File: src/rtl/cvxif_core_initiator.sv
// Core-side initiator for the CV-X-IF issue/register/commit/result channels.
// One offload in flight through issue/register/commit at a time; multiple
// committed offloads may await results, tracked by an id bitmap and a count.
module cvxif_core_initiator #(
  parameter int unsigned XLEN            = 32,
  parameter int unsigned ID_WIDTH        = 2,
  parameter int unsigned MAX_OUTSTANDING = 4
) (
  input  logic                clk,
  input  logic                reset_n,
  // core-side offload stream
  input  logic                instr_valid,
  output logic                instr_ready,
  input  logic [31:0]         instr,
  input  logic [XLEN-1:0]     rs1,
  input  logic [XLEN-1:0]     rs2,
  // issue channel
  output logic                issue_valid,
  output logic [31:0]         issue_instr,
  output logic [ID_WIDTH-1:0] issue_id,
  input  logic                issue_ready,
  input  logic                issue_accept,
  // register channel
  output logic                register_valid,
  output logic [ID_WIDTH-1:0] register_id,
  output logic [XLEN-1:0]     register_rs1,
  output logic [XLEN-1:0]     register_rs2,
  input  logic                register_ready,
  // commit channel
  output logic                commit_valid,
  output logic [ID_WIDTH-1:0] commit_id,
  output logic                commit_kill,
  // result channel
  input  logic                result_valid,
  output logic                result_ready,
  input  logic [ID_WIDTH-1:0] result_id,
  input  logic [4:0]          result_rd,
  input  logic                result_we,
  input  logic [XLEN-1:0]     result_data,
  // core writeback and status
  output logic                wb_valid,
  output logic [4:0]          wb_rd,
  output logic [XLEN-1:0]     wb_data,
  output logic                reject,
  output logic                err_unexpected_id
);

  localparam int unsigned NUM_IDS = 2 ** ID_WIDTH;
  localparam int unsigned CNT_W   = $clog2(MAX_OUTSTANDING + 1);
  localparam int unsigned IW      = 32;
  localparam int unsigned RD_W    = 5;
  localparam logic [CNT_W-1:0] MAX_CNT = CNT_W'(MAX_OUTSTANDING);

  typedef enum logic [1:0] {IDLE, ISSUE, REGISTER, COMMIT} state_e;

  state_e                state_q;
  logic [ID_WIDTH-1:0]   next_id_q, next_id_d;
  logic [NUM_IDS-1:0]    bitmap_q, bitmap_d;
  logic [CNT_W-1:0]      count_q, count_d;

  logic                  instr_ready_q;
  logic                  issue_valid_q;
  logic                  register_valid_q;
  logic                  commit_valid_q;
  logic                  commit_kill_q;
  logic                  reject_q;
  logic [IW-1:0]         instr_q;
  logic [XLEN-1:0]       rs1_q, rs2_q;
  logic [ID_WIDTH-1:0]   id_q;
  logic                  wb_valid_q;
  logic [RD_W-1:0]       wb_rd_q;
  logic [XLEN-1:0]       wb_data_q;
  logic                  err_q;
  logic                  result_ready_q;

  logic                  res_hs, res_known, commit_set, offload_hs, goes_idle, slot_free;

  // Next outstanding-id state: commit sets, known result clears, both may coincide
  always_comb begin
    res_hs     = result_valid && result_ready_q;
    res_known  = res_hs && bitmap_q[result_id];
    commit_set = commit_valid_q && !commit_kill_q;
    offload_hs = (state_q == IDLE) && instr_valid && instr_ready_q;
    bitmap_d   = bitmap_q;
    count_d    = count_q;
    if (commit_set) bitmap_d[id_q] = 1'b1;
    if (res_known)  bitmap_d[result_id] = 1'b0;
    if (commit_set && !res_known)      count_d = count_q + CNT_W'(1);
    else if (!commit_set && res_known) count_d = count_q - CNT_W'(1);
    next_id_d  = (state_q == COMMIT) ? next_id_q + ID_WIDTH'(1) : next_id_q;
    goes_idle  = ((state_q == IDLE) && !offload_hs) || (state_q == COMMIT);
    slot_free  = !bitmap_d[next_id_d] && (count_d < MAX_CNT);
  end

  // Offload FSM with registered channel outputs and latched payload
  always_ff @(posedge clk or negedge reset_n) begin
    if (!reset_n) begin
      state_q          <= IDLE;
      next_id_q        <= '0;
      instr_ready_q    <= 1'b0;
      issue_valid_q    <= 1'b0;
      register_valid_q <= 1'b0;
      commit_valid_q   <= 1'b0;
      commit_kill_q    <= 1'b0;
      reject_q         <= 1'b0;
      instr_q          <= '0;
      rs1_q            <= '0;
      rs2_q            <= '0;
      id_q             <= '0;
    end else begin
      commit_valid_q <= 1'b0;
      commit_kill_q  <= 1'b0;
      reject_q       <= 1'b0;
      instr_ready_q  <= goes_idle && slot_free;
      next_id_q      <= next_id_d;
      case (state_q)
        IDLE: begin
          if (offload_hs) begin
            state_q       <= ISSUE;
            instr_q       <= instr;
            rs1_q         <= rs1;
            rs2_q         <= rs2;
            id_q          <= next_id_q;
            issue_valid_q <= 1'b1;
          end
        end
        ISSUE: begin
          if (issue_ready) begin
            issue_valid_q <= 1'b0;
            if (issue_accept) begin
              state_q          <= REGISTER;
              register_valid_q <= 1'b1;
            end else begin
              state_q        <= COMMIT;
              commit_valid_q <= 1'b1;
              commit_kill_q  <= 1'b1;
              reject_q       <= 1'b1;
            end
          end
        end
        REGISTER: begin
          if (register_ready) begin
            register_valid_q <= 1'b0;
            state_q          <= COMMIT;
            commit_valid_q   <= 1'b1;
          end
        end
        COMMIT:  state_q <= IDLE;
        default: state_q <= IDLE;
      endcase
    end
  end

  // Outstanding tracking, result acceptance and core writeback
  always_ff @(posedge clk or negedge reset_n) begin
    if (!reset_n) begin
      bitmap_q       <= '0;
      count_q        <= '0;
      wb_valid_q     <= 1'b0;
      wb_rd_q        <= '0;
      wb_data_q      <= '0;
      err_q          <= 1'b0;
      result_ready_q <= 1'b0;
    end else begin
      bitmap_q       <= bitmap_d;
      count_q        <= count_d;
      result_ready_q <= 1'b1;
      wb_valid_q     <= res_known && result_we;
      if (res_known) begin
        wb_rd_q   <= result_rd;
        wb_data_q <= result_data;
      end
      if (res_hs && !res_known) err_q <= 1'b1;
    end
  end

  assign instr_ready       = instr_ready_q;
  assign issue_valid       = issue_valid_q;
  assign issue_instr       = instr_q;
  assign issue_id          = id_q;
  assign register_valid    = register_valid_q;
  assign register_id       = id_q;
  assign register_rs1      = rs1_q;
  assign register_rs2      = rs2_q;
  assign commit_valid      = commit_valid_q;
  assign commit_id         = id_q;
  assign commit_kill       = commit_kill_q;
  assign result_ready      = result_ready_q;
  assign wb_valid          = wb_valid_q;
  assign wb_rd             = wb_rd_q;
  assign wb_data           = wb_data_q;
  assign reject            = reject_q;
  assign err_unexpected_id = err_q;

endmodule
File: config.mk
export PLATFORM = sky130hd
export DESIGN_NAME = cvxif_core_initiator
export DESIGN_NICKNAME = d
export VERILOG_FILES = /design/src/rtl/cvxif_core_initiator.sv
export SDC_FILE = /design/constraint.sdc
export NUM_CORES = 1
export LEC_CHECK = 0
export ABC_AREA = 0
export CORE_ASPECT_RATIO = 0.8
export CORE_UTILIZATION = 49
export CTS_BUF_LIST = sky130_fd_sc_hd__clkbuf_2
export DETAILED_ROUTE_END_ITERATION = 10
export DONT_BUFFER_PORTS = 1
export GPL_TIMING_DRIVEN = 0
export SETUP_SLACK_MARGIN = 0.4
export SLEW_MARGIN = 20
export SYNTH_ARGS = -nofsm -noshare
export SYNTH_HDL_FRONTEND = slang
export SYNTH_SLANG_ARGS = --single-unit
File: constraint.sdc
create_clock -name clk -period 4.75 [get_ports clk]
set_input_delay 1.425 -clock clk [delete_from_list [all_inputs] [get_ports clk]]
set_output_delay 1.425 -clock clk [all_outputs]
set_load 0.01 [all_outputs]
==> results of run 1 <==
==> worst max path at each step <==
stage,start,to,slack (ns),depth (start not counted)
after floorplan,result_id[0],instr_ready,1.62,8
after global placement,result_id[0],instr_ready,1.39,9
after detailed placement,result_id[0],instr_ready,1.35,8
after CTS,commit_id[1],issue_id[1],1.79,1
after global routing,commit_id[1],issue_id[1],1.72,1
final,commit_id[1],issue_id[1],1.90,1
==> per-layer routing <==
layer	GRT usage, %	vias up	wire length (um)
li1	-	1399	-
met1	20.1	1617	4540
met2	32.0	171	6250
met3	9.98	11	1390
met4	8.15	0	160
met5	0	-	0
==> layout make-up <==
| cell class | instances | area [um^2] | area share, % |
|---|---|---|---|
| inverters | 10 | 37.5 | 0.580 |
| well taps | 152 | 190 | 2.94 |
| plain buffers | 19 | 116 | 1.80 |
| clock inverters | 6 | 78.8 | 1.22 |
| multi-input cells | 207 | 2090 | 32.3 |
| clock buffers | 20 | 100 | 1.55 |
| flip-flops and latches | 154 | 3850 | 59.6 |
==> per-stage QoR <==
stage	std cells	setup WS (ns)	util, %	power (uW)
3_5_place_dp	542	1.35	51.7	3740
3_3_place_gp	542	1.39	51.7	3680
4_1_cts	568	1.79	53.2	4370
6_report	568	1.90	53.2	4310
2_1_floorplan	390	1.62	-	3420
5_1_grt	568	1.72	53.2	4590
==> state kept, by name, indices dropped and copies added (netlist names), 2 cells and up <==
name,count
bitmap_q,4
commit_id,2
count_q,3
issue_instr,32
next_id_q,2
register_rs1,32
register_rs2,32
state_q,2
wb_data,32
wb_rd,5
==> cells in the final DEF, fill, tap and decap left out, drive strengths merged, types with 2 or more instances in the layout <==
cell    netlist  routed
clkbuf        7      27
dfrtp       154     154
ha            9       9
nand2        11      11
a21boi        2       2
buf          12      12
nor3b         2       2
nor2          5       5
clkinv        0       4
bufinv        0       2
mux2        136     136
a21oi         4       4
inv          10      10
nand3         3       3
a211oi        3       3
a32o          3       3
o21ai         5       5
nor2b         3       3
==> cells by family after synthesis <==
kind of cell	Yosys count	synth area share, %
AOI/OAI and AO/OA	24	2.79
muxes	137	26.1
DFF	154	63.2
xor gates and xnor gates	2	0.287
buffers and inverters	29	2.52
adders and majority gates	9	1.85
other	1	0.0615
and+or+nand+nor	34	3.20
==> power by group <==
group          internal (uW)  leakage (uW)  switching [uW]  total, uW
Sequential              1930       0.00188             765       2700
Combinational            632      0.000998             348        980
Clock                    226      0.000125             407        633
==> impl_metrics.json, run 1 <==
{
  "status": "finished clean",
  "detail-route-antenna-nets": 0,
  "design_area_um2": 6470,
  "crit_chain": "buf_4",
  "worstSetupPathType": "flip-flop to output port",
  "gp_congestion": 0.737,
  "max_stage_delay_ns": 0.58,
  "diodes": 0,
  "reg2reg_to": "instr_ready",
  "core_area_um2": 12200,
  "synthCells": 390,
  "dr.pass1.iters": 4,
  "ys_seq_elements": 154,
  "cp-start-kind": "flip-flop",
  "setup_tns_ns": 0,
  "drive_above_1_share_pct": 42.1,
  "synthTopCellsByArea": "dfrtp_1 63%, mux2_2 23%, mux2_4 2.5%",
  "grt_overflow": 0,
  "critPathRequiredTime_ns": 3.32,
  "crit_buf_inv": 1,
  "synth_area_leader_cell": "dfrtp_1",
  "port_buffers": 0,
  "setup_viol": 0,
  "synth_top_area_share_pct": 63.2,
  "cts_buffers": 17,
  "worst_slew_pin_slew_ns": 0.610,
  "grt_pass1_vias": 3350,
  "synth.net_count": 542,
  "clk_latency_ns": 0.67,
  "clk_pin_slew_worst_paths_ns": 0.18,
  "grt_usage_pct": 18.9,
  "routedWlPerCell_um": 21.7,
  "htree_num_levels": 4,
  "max_cap_viol_count": 0,
  "start_util_pct": 50.1,
  "ys_seq_area_share_pct": 63.2,
  "synth_common_cells": "154 x dfrtp_1, 126 x mux2_2, 11 x nand2_1, 10 x inv_1, 10 x mux2_4",
  "hold_class": "input port to asynchronous set/reset pin",
  "yosysWarnings": 0,
  "drtIter0Drc": 86,
  "rsz0062_at_grt": "no",
  "root_buffer": "clkbuf_2",
  "synth_most_common_cell": "dfrtp_1",
  "grt_start_max_net_pins": 155,
  "maxSlewHeadroom_pct": 59.4,
  "ios": 291,
  "ys_types": 41,
  "synth-main-ff-cell": "dfrtp_1",
  "vdd_ir_drop_max_mv": 0.288,
  "cts_tree": "yes",
  "clock_sinks": 154,
  "die_area_um2": 12900,
  "grt_antenna_before_repair": 0,
  "reg2regPathDepth": 8,
  "die_w_um": 127,
  "power.density_nw_per_um2": 667,
  "die_h_um": 102,
  "num_vias": 3198,
  "power_leakage_uw": 0.00300,
  "finalCritPeriodShare_pct": 59.9,
  "postCtsHoldBufs": 0,
  "r2r_setup_slack_ns": 2.33,
  "hold_viol_final": 0,
  "avgSynthCellArea_um2": 15.6,
  "placedInstanceArea_um2": 6290,
  "finalNetCount": 561,
  "area_growth_pct": 6.05,
  "rows": 36,
  "reg2reg_from": "bitmap_q[2]",
  "holdWs_ns": 0.427,
  "wl_mm": 12.3,
  "critPathCaptureType": "output port",
  "synth_area_um2": 6100,
  "drcViolationCount": 0,
  "worstPathMaxFanout": 8,
  "critPathSlowestCell": "dfrtp_1",
  "critPathTopFamily": "flip-flops",
  "dp_hpwl_mm": 9.08,
  "cts_max_path_buffers": 2,
  "postCtsSetupRepairBufs": 0,
  "fmax_mhz": 351,
  "async_flop_share_pct": 100,
  "drv_slew": 0,
  "synth_edf_count": 0,
  "cp.arrival_ns": 1.42,
  "grt_pass1_wl_mm": 17.9,
  "period_needed_ns": 2.85,
  "clock_skew_ns": 0.0167,
  "vias_per_cell": 5.63,
  "ctsResizeCount": 0,
  "fill_cells": 1026
}
Note: power is estimated with default switching activity, not from simulation.
==> run 2, diff against run 1 <==
Clock period 4.75 ns to 2.9 ns, I/O delays scaled along.
==> run 2 against run 1 <==
The flow now finishes with violations (negative hold slack); design area rose by 1.3%; clock skew rose by 0.020 ns; register-to-register slack got worse by 1.7 ns; setup slack got worse by 1.3 ns; sequential share of layout area fell by 0.78 points; critical path depth did not move.
==> impl_metrics.json, run 2 (same netlist as run 1, synthesis figures left out) <==
{
  "dr_wl_met3_mm": 1.39,
  "finalCritPeriodShare_pct": 79.6,
  "crit_path_start": "commit_id[0]",
  "drive_above_1_share_pct": 43.6,
  "violations": "negative hold slack",
  "period_needed_ns": 2.31,
  "maxSlewHeadroom_pct": 61.2,
  "hold_viol_final": 154,
  "area_growth_pct": 7.47,
  "critPathCaptureType": "output port",
  "port_buffers": 0,
  "drcViolationCount": 0,
  "diodes": 0,
  "setup_viol": 0,
  "max_cap_viol_count": 0,
  "grt_antenna_before_repair": 1,
  "dr.pass1.iters": 4,
  "clk_latency_ns": 0.65,
  "vdd_ir_drop_max_mv": 0.533,
  "crit_chain": "buf_4",
  "drv_slew": 0,
  "status": "finished with violations",
  "die_w_um": 127,
  "reg2regPathDepth": 9,
  "most-common-layout-cells": "154 x dfrtp_1, 126 x mux2_2, 19 x clkbuf_2",
  "worstPathMaxFanout": 8,
  "setup_tns_ns": 0,
  "cts_buffers": 17,
  "power_leakage_uw": 0.00302,
  "critPathTopFamily": "flip-flops",
  "hold_class": "input port to asynchronous set/reset pin",
  "drtIter0Drc": 82,
  "num_vias": 3173,
  "worstSetupPathType": "flip-flop to output port",
  "htree_num_levels": 4,
  "met1_length_mm": 4.57,
  "worst_slew_pin_slew_ns": 0.582,
  "critPathRequiredTime_ns": 2.03,
  "cts_max_path_buffers": 2,
  "ctsResizeCount": 0,
  "reg2reg_from": "bitmap_q[3]",
  "postCtsSetupRepairBufs": 0,
  "cts_tree": "yes",
  "final_common_cell": "dfrtp_1",
  "grt_start_max_net_pins": 155,
  "clock_sinks": 154,
  "critPathSlowestCell": "dfrtp_1",
  "holdWs_ns": -0.128,
  "core_area_um2": 12200,
  "total_power_uw": 7260,
  "design_area_um2": 6550,
  "cp_num_cells": 1,
  "crit_buf_inv": 1,
  "wl_mm": 12.4,
  "highest_layer": "met5",
  "r2r_setup_slack_ns": 0.60,
  "finalNetCount": 561,
  "dp_hpwl_mm": 9.15,
  "fill_cells": 1011,
  "vias_per_cell": 5.55,
  "root_buffer": "clkbuf_2",
  "detail-route-antenna-nets": 0,
  "reg2reg_to": "instr_ready",
  "routedWlPerCell_um": 21.8,
  "grt_usage_pct": 19.1,
  "rows": 36,
  "clock_skew_ns": 0.0370,
  "grt_pass1_vias": 3395,
  "die_area_um2": 12900,
  "rsz0062_at_grt": "no",
  "start_util_pct": 50.1,
  "die_h_um": 102,
  "cp.arrival_ns": 1.44,
  "ios": 291,
  "cp-start-kind": "flip-flop",
  "placedInstanceArea_um2": 6310,
  "power.density_nw_per_um2": 1110,
  "setup.worst_path.end": "register_id[0]",
  "wl_met2_mm": 6.39,
  "fmax_mhz": 433,
  "grt_pass1_wl_mm": 18.4,
  "clk_pin_slew_worst_paths_ns": 0.22,
  "max_stage_delay_ns": 0.62,
  "grt_overflow": 0,
  "gp_congestion": 0.735
}
run 2: final cells by class:
type	count	area (um^2)	share of cell area, %
plain buffers	19	120	1.83
clock buffers	19	95.1	1.45
clock inverters	11	146	2.23
inverters	10	37.5	0.573
multi-input cells	207	2110	32.2
flip-flops and latches	154	3850	58.8
well taps	152	190	2.90
run 2: worst min-delay path by stage:
stage / cells after the start / endpoint / start
after floorplan: 2 / count_q[0] / count_q[0]
after global placement: 2 / count_q[0] / count_q[0]
after detailed placement: 2 / count_q[0] / count_q[0]
after CTS: 0 / wb_data[16] / reset_n
after global routing: 0 / wb_data[16] / reset_n
final: 0 / wb_data[16] / reset_n
run 2: worst reg2reg max path, delay by kind of cell, from the launching register on:
family	cells	cell delay, ns
buffers and inverters	2	0.25
AO/OA/AOI/OAI	3	0.58
flip-flops	1	0.45
multiplexers	1	0.51
AND/OR/NAND/NOR	2	0.24
adder cells (fa/ha/maj)	1	0.20
run 2: through the flow:
stage / hold slack, ns / setup slack [ns] / util, % / instances
4_1_cts: -0.205 / 0.514 / 53.9 / 572
3_5_place_dp: 0.516 / 0.158 / 51.9 / 542
6_report: -0.128 / 0.591 / 53.9 / 572
3_3_place_gp: 0.515 / 0.180 / 51.9 / 542
5_1_grt: -0.274 / 0.438 / 53.9 / 572
2_1_floorplan: 0.491 / 0.405 / - / 390
run 2: power by group:
| group | internal (uW) | switching [uW] |
|---|---|---|
| clock | 480 | 723 |
| combinational | 1050 | 577 |
| sequential | 3170 | 1260 |
| total | 4700 | 2560 |
run 2: per-layer routing:
metal,vias up,track usage [%]
met2,168,33.0
met3,7,9.93
met1,1596,20.6
met5,-,0
li1,1400,-
met4,2,5.86
